[src/rtl/core_hci_bridge.sv]
// OBI-style core data port to single HCI master port, with in-order response tracking.
// Optional macro CORE_HCI_BRIDGE_RANGE_CHK_EN answers atomics and out-of-window accesses locally with an error.

module core_hci_bridge_chk (
    input  logic clk_i,
    input  logic rst_i,
    input  logic head_err_i,
    input  logic r_valid_i
);
    // The memory cannot owe a response ahead of a locally answered entry
    a_no_rsp_on_local_err: assert property (@(posedge clk_i) disable iff (rst_i)
        !(head_err_i && r_valid_i));
endmodule

module core_hci_bridge #(
    parameter int                MAX_OUTSTANDING = 2,
    parameter int                ADDR_W          = 32,
    parameter int                DATA_W          = 32,
    parameter logic [ADDR_W-1:0] WIN_BASE        = ADDR_W'(32'h0000_0000),
    parameter logic [ADDR_W-1:0] WIN_SIZE        = ADDR_W'(32'h0010_0000)
) (
    input  logic                clk_i,
    input  logic                rst_i,
    input  logic                core_req_i,
    input  logic [ADDR_W-1:0]   core_addr_i,
    input  logic                core_we_i,
    input  logic [DATA_W/8-1:0] core_be_i,
    input  logic [DATA_W-1:0]   core_wdata_i,
    input  logic [5:0]          core_atop_i,
    output logic                core_gnt_o,
    output logic                core_rvalid_o,
    output logic [DATA_W-1:0]   core_rdata_o,
    output logic                core_err_o,
    output logic                core_exokay_o,
    output logic                hci_req_o,
    input  logic                hci_gnt_i,
    output logic [ADDR_W-1:0]   hci_add_o,
    output logic                hci_wen_o,
    output logic [DATA_W/8-1:0] hci_be_o,
    output logic [DATA_W-1:0]   hci_data_o,
    input  logic                hci_r_valid_i,
    input  logic [DATA_W-1:0]   hci_r_data_i
);
    localparam int               PTR_W   = (MAX_OUTSTANDING > 1) ? $clog2(MAX_OUTSTANDING) : 1;
    localparam int               CNT_W   = $clog2(MAX_OUTSTANDING + 1);
    localparam logic [CNT_W-1:0] CNT_MAX = CNT_W'(MAX_OUTSTANDING);
    localparam logic [ADDR_W:0]  WIN_LO  = {1'b0, WIN_BASE};
    localparam logic [ADDR_W:0]  WIN_SZ  = {1'b0, WIN_SIZE};

    function automatic logic [PTR_W-1:0] ptr_inc(input logic [PTR_W-1:0] p);
        if (MAX_OUTSTANDING == 1) begin
            return {PTR_W{1'b0}};
        end else begin
            return p + PTR_W'(1);
        end
    endfunction

    logic [CNT_W-1:0] cnt_q, cnt_d;
    logic [PTR_W-1:0] wr_ptr_q, wr_ptr_d, rd_ptr_q, rd_ptr_d;
    logic             err_q [MAX_OUTSTANDING];
    logic             err_d [MAX_OUTSTANDING];
    logic             we_q  [MAX_OUTSTANDING];
    logic             we_d  [MAX_OUTSTANDING];
    logic             illegal_s, full_s, empty_s, push_s, pop_s;
    logic             head_err_s, head_we_s, fwd_rsp_s;

`ifdef CORE_HCI_BRIDGE_RANGE_CHK_EN
    // Offset from base at ADDR_W+1 bits: addresses below base wrap high and fail the size compare
    assign illegal_s = (core_atop_i != 6'd0) |
                       (({1'b0, core_addr_i} - WIN_LO) >= WIN_SZ);
`else
    logic unused_cfg_s;
    assign illegal_s    = 1'b0;
    assign unused_cfg_s = ^{core_atop_i, WIN_LO, WIN_SZ};
`endif

    // Request side: grant depends only on registered occupancy
    always_comb begin
        full_s     = (cnt_q == CNT_MAX);
        hci_req_o  = core_req_i & ~full_s & ~illegal_s;
        core_gnt_o = illegal_s ? (core_req_i & ~full_s) : (hci_req_o & hci_gnt_i);
        push_s     = core_req_i & core_gnt_o;
        hci_add_o  = core_addr_i;
        hci_wen_o  = ~core_we_i;
        hci_be_o   = core_be_i;
        hci_data_o = core_wdata_i;
    end

    // Response side: head entry decides between local error and memory response
    always_comb begin
        empty_s       = (cnt_q == {CNT_W{1'b0}});
        head_err_s    = ~empty_s & err_q[rd_ptr_q];
        head_we_s     = we_q[rd_ptr_q];
        fwd_rsp_s     = ~empty_s & ~err_q[rd_ptr_q] & hci_r_valid_i;
        pop_s         = head_err_s | fwd_rsp_s;
        core_rvalid_o = pop_s;
        core_err_o    = head_err_s;
        core_exokay_o = 1'b0;
        if (fwd_rsp_s & ~head_we_s) begin
            core_rdata_o = hci_r_data_i;
        end else begin
            core_rdata_o = {DATA_W{1'b0}};
        end
    end

    // Tracking FIFO next state
    always_comb begin
        err_d    = err_q;
        we_d     = we_q;
        wr_ptr_d = wr_ptr_q;
        rd_ptr_d = rd_ptr_q;
        if (push_s) begin
            err_d[wr_ptr_q] = illegal_s;
            we_d[wr_ptr_q]  = core_we_i;
            wr_ptr_d        = ptr_inc(wr_ptr_q);
        end else begin
            wr_ptr_d = wr_ptr_q;
        end
        if (pop_s) begin
            rd_ptr_d = ptr_inc(rd_ptr_q);
        end else begin
            rd_ptr_d = rd_ptr_q;
        end
        case ({push_s, pop_s})
            2'b10:   cnt_d = cnt_q + CNT_W'(1);
            2'b01:   cnt_d = cnt_q - CNT_W'(1);
            default: cnt_d = cnt_q;
        endcase
    end

    // State registers
    always_ff @(posedge clk_i) begin
        if (rst_i) begin
            cnt_q    <= {CNT_W{1'b0}};
            wr_ptr_q <= {PTR_W{1'b0}};
            rd_ptr_q <= {PTR_W{1'b0}};
            err_q    <= '{default: 1'b0};
            we_q     <= '{default: 1'b0};
        end else begin
            cnt_q    <= cnt_d;
            wr_ptr_q <= wr_ptr_d;
            rd_ptr_q <= rd_ptr_d;
            err_q    <= err_d;
            we_q     <= we_d;
        end
    end

    core_hci_bridge_chk u_chk (
        .clk_i      (clk_i),
        .rst_i      (rst_i),
        .head_err_i (head_err_s),
        .r_valid_i  (hci_r_valid_i)
    );
endmodule

[config.mk]
export PLATFORM = sky130hd
export DESIGN_NAME = core_hci_bridge
export DESIGN_NICKNAME = d
export VERILOG_FILES = /design/src/rtl/core_hci_bridge.sv
export SDC_FILE = /design/constraint.sdc
export NUM_CORES = 1
export LEC_CHECK = 0
export BUFFER_PORTS_ARGS = -buffer_cell sky130_fd_sc_hd__buf_4
export CORE_AREA = 2 2 85 87
export CTS_BUF_LIST = sky130_fd_sc_hd__clkbuf_4 sky130_fd_sc_hd__clkbuf_8 sky130_fd_sc_hd__clkbuf_16
export CTS_CLUSTER_SIZE = 30
export DETAILED_ROUTE_END_ITERATION = 8
export DIE_AREA = 0 0 87 89
export PLACE_DENSITY = 0.64
export SLEW_MARGIN = 25
export SYNTH_ARGS = -nofsm -noshare
export SYNTH_HDL_FRONTEND = slang
export SYNTH_SLANG_ARGS = --single-unit
[constraint.sdc]
create_clock -name clk_i -period 2.1 [get_ports clk_i]
set_input_delay 0.21 -clock clk_i [delete_from_list [all_inputs] [get_ports clk_i]]
set_output_delay 0.21 -clock clk_i [all_outputs]
set_load 0.1 [all_outputs]
; Word-level counts from Yosys, hierarchy flattened
; Index checks and enable logic that the tools add are counted.
[word_totals]
regBits = 8
elab_cells = 48
inputBits = 112
out_inout_bits = 106
[op_classes]
order_cmp = 3
n_eq_ne = 3
n_addsub = 4
reduce_logical = 3
bitwise_logic = 17
mux = 11
[op_table]
columns = cell, n
row1 = 32-bit two-way mux, 1
row2 = 1-bit bitwise AND, 7
row3 = 1-bit two-way mux, 7
row4 = 1-bit inverter, 5
row5 = 2-bit equality test (second input constant), 2
row6 = 2-bit greater-or-equal comparator (second input constant), 2
row7 = 1-bit inverter with 2-bit output, 2
row8 = 2-bit one-hot mux with 2 select lines, 1
row9 = 1-bit adder (second input constant), 2
row10 = 2-bit by 1-bit adder with 2-bit output (second input constant), 1
row11 = 2-bit bitwise AND, 1
row12 = 2-bit bitwise mux, 1
row13 = 2-bit by 1-bit equality test with 1-bit output (second input constant), 1
row14 = 2-bit zero test, 1
row15 = 2-bit by 1-bit less-than comparator with 1-bit output (second input constant), 1
row16 = 2-bit inverter, 1
row17 = 2-bit nonzero test, 1
row18 = 2-bit by 1-bit subtractor with 2-bit output (second input constant), 1
row19 = 1-bit demux with 1-bit select, 1
row20 = 1-bit logical AND, 1
row21 = 1-bit bitwise OR, 1

; Logic depth before layout (Yosys ltp)
; Gate-level depths: netlist of run 1.
[depth]
ltp_word = 10
ltp_mapped = 8
ltp_nobuf = 7

; Worst setup path after synthesis of run 1
; Ideal clock, no wire load.
[synth_path]
path_type = flip-flop to flip-flop
from = register cnt_q[1]
to = register cnt_q[1]
setup_time_ns = 0.070
stages_incl_launch_ff = 8
period_less_slack_ns = 2.920
setup_slack_ns = -0.820
required_time_ns = 2.030
arrival_time_ns = 2.850
path_buffers = 1
path_cell_list = dfxtp_1 -> clkbuf_2 -> nor2b_1 -> nor2_1 -> inv_1 -> ha_1 -> or3_1 -> a21oi_1
[synth_between]
elab_chain_len = 7
elab_cells_between_ends = 17
cone_classes = add/sub: 2 / eq/ne: 3 / mux: 1 / bitwise: 9 / reduce/logical: 2
[synth_lines]
columns = element, line
row1 = start: declaration, 58  ; logic [CNT_W-1:0] cnt_q, cnt_d;
row2 = start signal: assignment, 134  ; cnt_q <= {CNT_W{1'b0}};
row3 = start signal: assignment, 140  ; cnt_q <= cnt_d;
row4 = 2-bit equality test *, 79  ; full_s = (cnt_q == CNT_MAX);
row5 = 1-bit inverter *, n/a
row6 = 1-bit bitwise AND *, n/a
row7 = 1-bit bitwise AND *, 81  ; core_gnt_o = illegal_s ? (core_req_i & ~full_s) : (hci_req_o & hci_gnt_i);
row8 = net core_gnt_o, 30  ; output logic core_gnt_o,
row9 = 1-bit bitwise AND *, 82  ; push_s = core_req_i & core_gnt_o;
row10 = 2-bit by 1-bit equality test with 1-bit output / 2-bit equality test (equally long branches), 124  ; case ({push_s, pop_s})
row11 = 2-bit one-hot mux with 2 select lines / 2-bit nonzero test (equally long branches), n/a
; The timed path passes the listed nets; every way through them passes the cells marked *.
; A chain may end at the register's enable or synchronous reset.

; Worst setup path in the final report of run 1
[layout_path]
from = register cnt_q[0]
to = output core_rdata_o[20]
[layout_between]
elab_chain_len = 6
[layout_lines]
columns = element, line
row1 = 2-bit zero test, 91  ; empty_s = (cnt_q == {CNT_W{1'b0}});
row2 = 1-bit inverter, 94  ; fwd_rsp_s = ~empty_s & ~err_q[rd_ptr_q] & hci_r_valid_i;
row3 = 1-bit bitwise AND (2 in a row), 94
row4 = 1-bit bitwise AND, 99  ; if (fwd_rsp_s & ~head_we_s) begin
row5 = 32-bit two-way mux, 99
row6 = end: declaration, 32  ; output logic [DATA_W-1:0] core_rdata_o,
; No other way between the ends.

==> out/metrics.yaml, run 1 <==
outcome: "finished clean"
hpwl_microns: 2150
coreArea_sq_mm: 0.006719
fmax_ghz: 0.5025
worstHoldStart: "rst_i"
p_leak_nw: 0.7333
io_buffers: 74
multi_input_area_sq_um: 505.5
r2r-start: "rd_ptr_q"
hold_class: "in -> reg"
n_antenna_cell: 0
end_kind: "output port"
yosysUniqueCellTypes: 30
synth_warnings: 0
holdPathEnd: "cnt_q[1]"
cts_root_buf: "clkbuf_8"
hold_path_depth: 2
drt-wirelength-per-cell_microns: 11.26
final_antenna_net_count: 0
skew_ns: 0.0007023
synth_common_cells: "buf_4, and2_1, dfxtp_1"
grt_pass1_wl_microns: 3243
die_w_microns: 87
synth_top_area_share_pct: 43.44
busiest_layer: "met2"
area_delta_synth_final_pct: 28.54
overflow: 0
ff_latch_area_sq_um: 160.2
vias: 878
drc: 0
ir_drop_uv: 200.8
cp.required_ns: 1.89
maxCapViolations: 0
grt_start_max_net_pins: 33
pin_count: 218
power_density_mw_per_mm2: 1151
synthCells: 152
totalWireLength_microns: 2681
fp.dieH_microns: 89
synth_area_sq_mm: 0.001192
ys_top_cells_by_area: "buf_4, and2_1, dfxtp_1"
fin_crit_sh_pct: 94.76
cts-htree-levels: 1
dieArea_sq_mm: 0.007743
drive_gt1_share_pct: 72.78
cts_buffers: 3
track_usage_pct: 5.347
antenna_found_initial: 0
yosysMostFrequentCell: "buf_4"
avgSynthCellArea_sq_um: 7.845
crit_arrival_ns: 1.78
reg2reg_slack_ns: 0.36
insertion_delay_ns: 0.22
synthArstFlopShare_pct: 0
final_nets: 273
gp_congestion: 0.6902
synth-edff-count: 0
start_kind: "flop"
fin_ws_ns: 0.1100
rows: 30
ys_ff_latch: 8
syn_nets: 265
yosysSeqAreaShare_pct: 13.43
grt.met2_usage_pct: 7.634
drt_iter0_markers: 7
critPathKind: "reg -> out"
yosysTopAreaCell: "buf_4"
slew_violations: 0
rsz0062_at_grt: "false"
path_max_fanout: 32
worstRegToRegCells: 5
cts.sinks: 8
final.setup.tns_ns: 0
rr_endpoint: "cnt_q[1]"
use_met1_pct: 5.394
clk_pin_slew_ns: 0.04
dr.pass1.iters: 2
clock_path_buffers: 2
via_per_inst: 3.689
n_fill_cell: 728
post-route-min-period_ns: 1.990
grt_pass1_vias: 748
dp_slack_ns: 0.2836
final_hold_viol_count: 0
fin_util_pct: 22.81
ys.flop_type: "dfxtp_1"
setup_violations: 0
cts_tree: "built"
use_met3_pct: 2.862
start_util_pct: 17.75
==> worst max-delay path: stages, from the launching register on <==
cell and delay, ns:
dfxtp_1 0.42, o21ai_1 0.14, a2111oi_4 0.39, buf_12 0.20
and2_2 0.17, buf_6 0.22
==> cell usage in the layout, fill, tap and decap left out, types with 3 or more instances in the layout <==
cell type and count:
o21ai_0 3, clkbuf_8 3, buf_6 32, buf_4 45
nand2b_1 4, and2_1 3, dfxtp_1 8, and2_2 30
==> how the worst max path moves through the flow <==
stage / from / endpoint / slack [ns] / cells after the start
after global placement: cnt_q[0] / core_rdata_o[31] / 0.30 / 5
after CTS: cnt_q[0] / core_rdata_o[3] / 0.04 / 5
after floorplan: rd_ptr_q / core_rdata_o[11] / 0.002 / 3
final: cnt_q[0] / core_rdata_o[20] / 0.11 / 5
after global routing: cnt_q[0] / core_rdata_o[31] / 0.008 / 5
after detailed placement: cnt_q[0] / core_rdata_o[3] / 0.28 / 5
==> through the flow <==
stage / instances / power (mW) / cell area (sq um) / hold WS [ns]
6_report: 238 / 1.764 / 1533 / 0.2068
5_1_grt: 238 / 1.839 / 1533 / 0.2081
4_1_cts: 238 / 1.703 / 1413 / 0.2100
3_5_place_dp: 235 / 1.520 / 1371 / 0.4207
3_3_place_gp: 235 / 1.511 / 1371 / 0.4207
2_1_floorplan: 152 / 1.871 / 1239 / 0.3861
==> cells by family after synthesis <==
| group | synth area share [%] |
|---|---|
| fa+ha+maj | 1.049 |
| flops | 13.43 |
| mux | 2.938 |
| xor+xnor | 1.469 |
| other cells | 0.3145 |
| buf+inv | 48.06 |
| simple gates | 25.08 |
| compound gates | 7.660 |
==> layout make-up <==
type | count | area share (%)
timing repair buffer | 78 | 46.86
clock buffer | 3 | 2.694
multi-input combinational | 67 | 32.98
tap | 80 | 6.531
inverter | 2 | 0.4898
sequential | 8 | 10.45
==> metal layers <==
layer | part of all wire (%) | up-vias
li1 | - | 421
met1 | 34 | 374
met2 | 49 | 67
met3 | 13 | 16
met4 | 4.0 | 0
met5 | 0 | -
==> registers in the layout (all words and copies together) (netlist names) <==
signal and cells:
wr_ptr_q 1, rd_ptr_q 1, err_q 2, cnt_q 2, we_q 2
==> power by group <==
group | total [mW] | internal [mW] | switching, mW
clock | 0.179 | 0.124 | 0.0549
sequential | 0.202 | 0.176 | 0.0256
combinational | 1.38 | 0.405 | 0.978
total | 1.76 | 0.705 | 1.06
==> timing repair <==
action / CTS / global route
setup endpoints to repair: 0 / 32
gates resized for setup: 0 / 32
setup buffers: 0 / 0
hold buffers: 0 / 0
Power figures use the tool's default switching activity.
==> run 2: changes to the inputs <==
--- a/config.mk
+++ b/config.mk
@@ -13,2 +13,3 @@
 export DIE_AREA = 0 0 87 89
+export MAX_ROUTING_LAYER = met4
 export PLACE_DENSITY = 0.64
--- a/constraint.sdc
+++ b/constraint.sdc
@@ -3,2 +3,2 @@
 set_output_delay 0.21 -clock clk_i [all_outputs]
-set_load 0.1 [all_outputs]
+set_load 0.02 [all_outputs]
==> run 2 against run 1 <==
Effect of this change:
- die area unchanged
- highest routed layer unchanged
- critical path depth is the same
- cell count down 0.84%
- critical path type unchanged
==> out/metrics.yaml, run 2 (synthesized netlist as in run 1, its figures left out) <==
outcome: "finished clean"  # unchanged
via_per_inst: 3.669  # was 3.689
final.setup.tns_ns: 0  # unchanged
setup_violations: 0  # unchanged
die_w_microns: 87  # unchanged
seqPwrFrac_pct: 21.2  # was 11.5%
final_nets: 271  # was 273
worstPathCellList: "mux2_4 -> a2111oi_4 -> buf_12 -> and2_1 -> buf_4"  # was o21ai_1 -> a2111oi_4 -> buf_12 -> and2_2 -> buf_6
slew_violations: 0  # unchanged
fmax_ghz: 0.5177  # was 0.5025 GHz
maxCapViolations: 0  # unchanged
antenna_found_initial: 0  # unchanged
pwr-share-comb_pct: 60.9  # was 78.4%
skew_ns: 0.002103  # was 0.0007023 ns
n_antenna_cell: 0  # unchanged
area_delta_synth_final_pct: 13.43  # was 28.54%
p_leak_nw: 0.6790  # was 0.7333 nW
clk_pin_slew_ns: 0.04  # about the same
fin_crit_sh_pct: 91.98  # was 94.76%
cp.required_ns: 1.89  # about the same
rsz0062_at_grt: "false"  # unchanged
reg2reg_slack_ns: 0.28  # was 0.36 ns
drt-wirelength-per-cell_microns: 11.66  # was 11.26 microns
final_hold_viol_count: 0  # unchanged
cts.sinks: 8  # unchanged
dieArea_sq_mm: 0.007743  # unchanged
start_kind: "flop"  # unchanged
critPathKind: "reg -> out"  # unchanged
ir_drop_uv: 147.2  # was 200.8 uV
net-switching-power_uw: 396.4  # was 1.059 mW
insertion_delay_ns: 0.23  # was 0.22 ns
dr.pass1.iters: 2  # unchanged
start_util_pct: 17.75  # unchanged
overflow: 0  # unchanged
final_antenna_net_count: 0  # unchanged
post-route-min-period_ns: 1.932  # was 1.990 ns
totalWireLength_microns: 2752  # was 2681 microns
cts_root_buf: "clkbuf_8"  # unchanged
cts_buffers: 3  # unchanged
hpwl_microns: 2321  # was 2150 microns
crit_arrival_ns: 1.72  # was 1.78 ns
p_clk_share_pct: 17.9  # was 10.1%
pin_count: 218  # unchanged
place_inst: 233  # was 235
cp_slowest_cell: "dfxtp_2"  # was dfxtp_1
gp_congestion: 0.7224  # was 0.6902
cts-htree-levels: 1  # unchanged
n_fill_cell: 729  # was 728
drt_iter0_markers: 23  # was 7
clock_path_buffers: 2  # unchanged
layout_commonest_cell: "buf_4"  # unchanged
track_usage_pct: 6.244  # was 5.347%
vias: 866  # was 878
power_density_mw_per_mm2: 742.8  # was 1151 mW/mm^2
hold_class: "in -> reg"  # unchanged
stdcell_count: 236  # was 238
coreArea_sq_mm: 0.006719  # unchanged
internal-power_uw: 608.3  # was 705.4 uW
grt_pass1_wl_microns: 3574  # was 3243 microns
final_cell_mix: "buf_4, and2_1, dfxtp_1, nand2b_1"  # was buf_4, buf_6, and2_2, dfxtp_1, nand2b_1
grt_pass1_vias: 728  # was 748
cts_tree: "built"  # unchanged
fp.dieH_microns: 89  # unchanged
reg_top3: "cnt_q x2, err_q x2, we_q x2"  # unchanged
hold_buffers: 0  # unchanged
cpPeakStageDelay_ns: 0.38  # was 0.42 ns
rows: 30  # unchanged
fin_hold_ws_ns: 0.2122  # was 0.2068 ns
swShare_pct: 39.45  # was 60.02%
post-cts-setup-buffers: 0  # unchanged
end_kind: "output port"  # unchanged
drive_gt1_share_pct: 52.56  # was 72.78%
path_max_fanout: 32  # unchanged
grt_start_max_net_pins: 33  # unchanged
io_buffers: 74  # unchanged
drc: 0  # unchanged
## run 2: routing by layer
layer / vias to the layer above / wire (microns) / track usage [%]
met5: - / 0 / -
met4: 0 / 140 / 5.682
met3: 18 / 430 / 4.247
met2: 75 / 1149 / 6.940
met1: 357 / 1032 / 7.100
li1: 416 / - / -
## run 2: layout make-up
class	count	area [sq um]	share of cell area (%)
tap	80	100.1	7.401
sequential	8	161.4	11.93
inverter	2	7.507	0.5550
clock buffer	3	41.29	3.053
timing repair buffer	76	583.1	43.11
multi-input combinational	67	459.2	33.95
## run 2: worst paths after layout
kind | startpoint | endpoint | depth (start not counted)
worst max-delay path | rd_ptr_q | core_rdata_o[3] | 5
worst min-delay path | rst_i | wr_ptr_q | 2
worst min register to register | we_q[1] | we_q[1] | 2
worst max register to register | rd_ptr_q | cnt_q[1] | 5
## run 2: stage by stage
step	setup slack [ns]	utilization, %	cell area, sq um	power, mW
2_1_floorplan	0.2045	-	1192	0.7807
3_3_place_gp	0.2624	19.50	1310	0.8245
3_5_place_dp	0.2119	19.50	1310	0.8333
4_1_cts	0.07727	20.11	1351	1.024
5_1_grt	0.01541	20.13	1353	1.081
6_report	0.1684	20.13	1353	1.005
## run 2: worst max-delay path, delay by kind of cell (launching register included)
family	cells	cell delay, ns
flops	1	0.38
buf+inv	2	0.35
mux	1	0.34
compound gates	1	0.25
simple gates	1	0.16
## run 2: power groups by stage
stage / Combinational [mW] / Clock [mW] / Sequential [mW]
final: 0.611 / 0.180 / 0.213
after global routing: 0.666 / 0.197 / 0.218
after CTS: 0.622 / 0.190 / 0.211
after detailed placement: 0.620 / 0 / 0.214
after global placement: 0.612 / 0 / 0.213
after floorplan: 0.588 / 0 / 0.193
## run 2: repair_timing
item / 4_1_cts / 5_1_grt
endpoints found under the hold margin: 0 / 0
endpoints found under the setup margin: 0 / 1
resized for setup: 0 / 1
==> run 3: changes to the inputs <==
Settings changed: BUFFER_PORTS_ARGS -buffer_cell sky130_fd_sc_hd__buf_4 to unset, CTS_BUF_LIST sky130_fd_sc_hd__clkbuf_4 sky130_fd_sc_hd__clkbuf_8 sky130_fd_sc_hd__clkbuf_16 to unset, DONT_BUFFER_PORTS set to 1, PLACE_DENSITY 0.64 to 0.36.
==> run 3 against run 2 <==
Effect of this change:
- via count shrank 30%
- critical path depth shrank 1
- sequential power shrank 3%
- flip-flop and latch count is the same
- non-clock buffer count shrank 71
- sequential share of layout area grew 7.1 points
- worst hold slack lost 0.17 ns
- clock skew is essentially flat
- global-route usage shrank 0.83 points
- cell count shrank 30%
- routed wire length shrank 10%
- die area is the same
- highest routed layer unchanged
==> out/metrics.yaml, run 3 (synthesized netlist as in run 1, its figures left out) <==
cp_slowest_cell: "dfxtp_1"  # was dfxtp_2
use_met3_pct: 1.754  # was 4.247%
die_w_microns: 87  # unchanged
antenna_found_initial: 0  # unchanged
critPathBufInv: 1  # was 2
post-route-min-period_ns: 1.969  # was 1.932 ns
drt_iter0_markers: 3  # was 23
rsz0062_at_grt: "false"  # unchanged
gp_congestion: 0.6689  # was 0.7224
cts.sinks: 8  # unchanged
coreArea_sq_mm: 0.006719  # unchanged
n_antenna_cell: 0  # unchanged
grt_pass1_wl_microns: 3056  # was 3574 microns
cts_buffers: 3  # unchanged
io_buffers: 0  # was 74
overflow: 0  # unchanged
crit_arrival_ns: 1.76  # was 1.72 ns
final.setup.tns_ns: 0  # unchanged
start_kind: "flop"  # unchanged
setup_violations: 0  # unchanged
hold_buffers: 0  # unchanged
hpwl_microns: 2025  # was 2321 microns
cts_tree: "built"  # unchanged
post-cts-setup-buffers: 0  # unchanged
busiest_layer: "met2"  # was met1
dr.pass1.iters: 3  # was 2
insertion_delay_ns: 0.23  # about the same
drive_gt1_share_pct: 41.18  # was 52.56%
fin_hold_ws_ns: 0.04548  # was 0.2122 ns
vias: 608  # was 866
p_total_uw: 836.7  # was 1.005 mW
reg_top3: "cnt_q x2, err_q x2, we_q x2"  # unchanged
totalWireLength_microns: 2465  # was 2752 microns
hold_class: "in -> reg"  # unchanged
cts_resized: 0  # unchanged
fp.dieH_microns: 89  # unchanged
cpPeakStageDelay_ns: 0.44  # was 0.38 ns
layout_commonest_cell: "and2_2"  # was buf_4
fmax_ghz: 0.5078  # was 0.5177 GHz
start_util_pct: 17.75  # unchanged
dp_slack_ns: 0.2350  # was 0.2119 ns
pin_count: 218  # unchanged
cts_root_buf: "clkbuf_8"  # unchanged
grt_start_max_net_pins: 33  # unchanged
clock_path_buffers: 2  # unchanged
grt_pass1_vias: 554  # was 728
path_depth: 4  # was 5
worstRegToRegCells: 5  # unchanged
hold_path_depth: 1  # was 2
power_density_mw_per_mm2: 995.1  # was 742.8 mW/mm^2
grt.met2_usage_pct: 6.870  # was 6.940%
critPathKind: "reg -> out"  # unchanged
final_hold_viol_count: 0  # unchanged
drt-wirelength-per-cell_microns: 14.94  # was 11.66 microns
rows: 30  # unchanged
outcome: "finished clean"  # unchanged
maxCapViolations: 0  # unchanged
final_cell_mix: "and2_2, and2_1, dfxtp_1, nand2b_1, buf_4"  # was buf_4, and2_1, dfxtp_1, nand2b_1
drc: 0  # unchanged
fin_ws_ns: 0.1307  # was 0.1684 ns
path_max_fanout: 32  # unchanged
use_met1_pct: 6.109  # was 7.100%
fin_crit_sh_pct: 93.78  # was 91.98%
via_per_inst: 3.685  # was 3.669
cp.required_ns: 1.89  # about the same
area_delta_synth_final_pct: -29.49  # was 13.43%
end_kind: "output port"  # unchanged
skew_ns: 0.001925  # was 0.002103 ns
p_leak_nw: 0.3361  # was 0.6790 nW
n_fill_cell: 778  # was 729
ir_drop_uv: 140.7  # was 147.2 uV
cts-htree-levels: 1  # unchanged
dieArea_sq_mm: 0.007743  # unchanged
clk_pin_slew_ns: 0.04  # about the same
track_usage_pct: 5.411  # was 6.244%
final_nets: 200  # was 271
fin_area_sq_um: 840.8  # was 0.001353 sq mm
final_antenna_net_count: 0  # unchanged
crit_family: "flip-flops"  # unchanged
placed_area_sq_um: 764.5  # was 0.001310 sq mm
worstPathCellList: "mux2_4 -> a2111oi_4 -> buf_6 -> and2_1"  # was mux2_4 -> a2111oi_4 -> buf_12 -> and2_1 -> buf_4
slew_violations: 0  # unchanged
run 3: path summary, 6_finish.rpt:
check | start | slack [ns] | to
hold reg to reg | we_q[1] | 0.47 | we_q[1]
hold / removal | rst_i | 0.05 | wr_ptr_q
setup / recovery | rd_ptr_q | 0.13 | core_rdata_o[7]
setup reg to reg | rd_ptr_q | 0.23 | cnt_q[1]
run 3: per-stage QoR:
stage / util (%) / cells
after CTS: 11.99 / 165
after global routing: 12.51 / 165
after floorplan: - / 152
after detailed placement: 11.38 / 162
final: 12.51 / 165
after global placement: 11.38 / 162
run 3: area by class of cell:
cell class                 instances  area (sq um)  share of cell area (%)
inverter                           2         7.507                  0.8929
tap                               80         100.1                   11.90
multi-input combinational         67         490.5                   58.33
timing repair buffer               5         41.29                   4.911
sequential                         8         160.2                   19.05
clock buffer                       3         41.29                   4.911
run 3: report_power, final:
| part | switching, mW | internal [mW] | total (mW) |
|---|---|---|---|
| clock | 0.0606 | 0.124 | 0.185 |
| sequential | 0.0311 | 0.176 | 0.207 |
| combinational | 0.280 | 0.164 | 0.444 |
| total | 0.372 | 0.465 | 0.837 |
run 3: per-layer routing:
| metal | vias to the layer above | routed length [microns] |
|---|---|---|
| met2 | 48 | 1125 |
| met1 | 269 | 895 |
| met3 | 18 | 307 |
| met4 | 0 | 136 |
| li1 | 273 | - |
| met5 | - | 0 |
run 3: worst register-to-register path: cells and delay by family (launching register included):
kind / cells / cell delay [ns]
AOI/OAI and AO/OA: 2 / 0.33
adders and majority gates: 1 / 0.31
DFF: 1 / 0.44
muxes: 1 / 0.36
and+or+nand+nor: 1 / 0.37
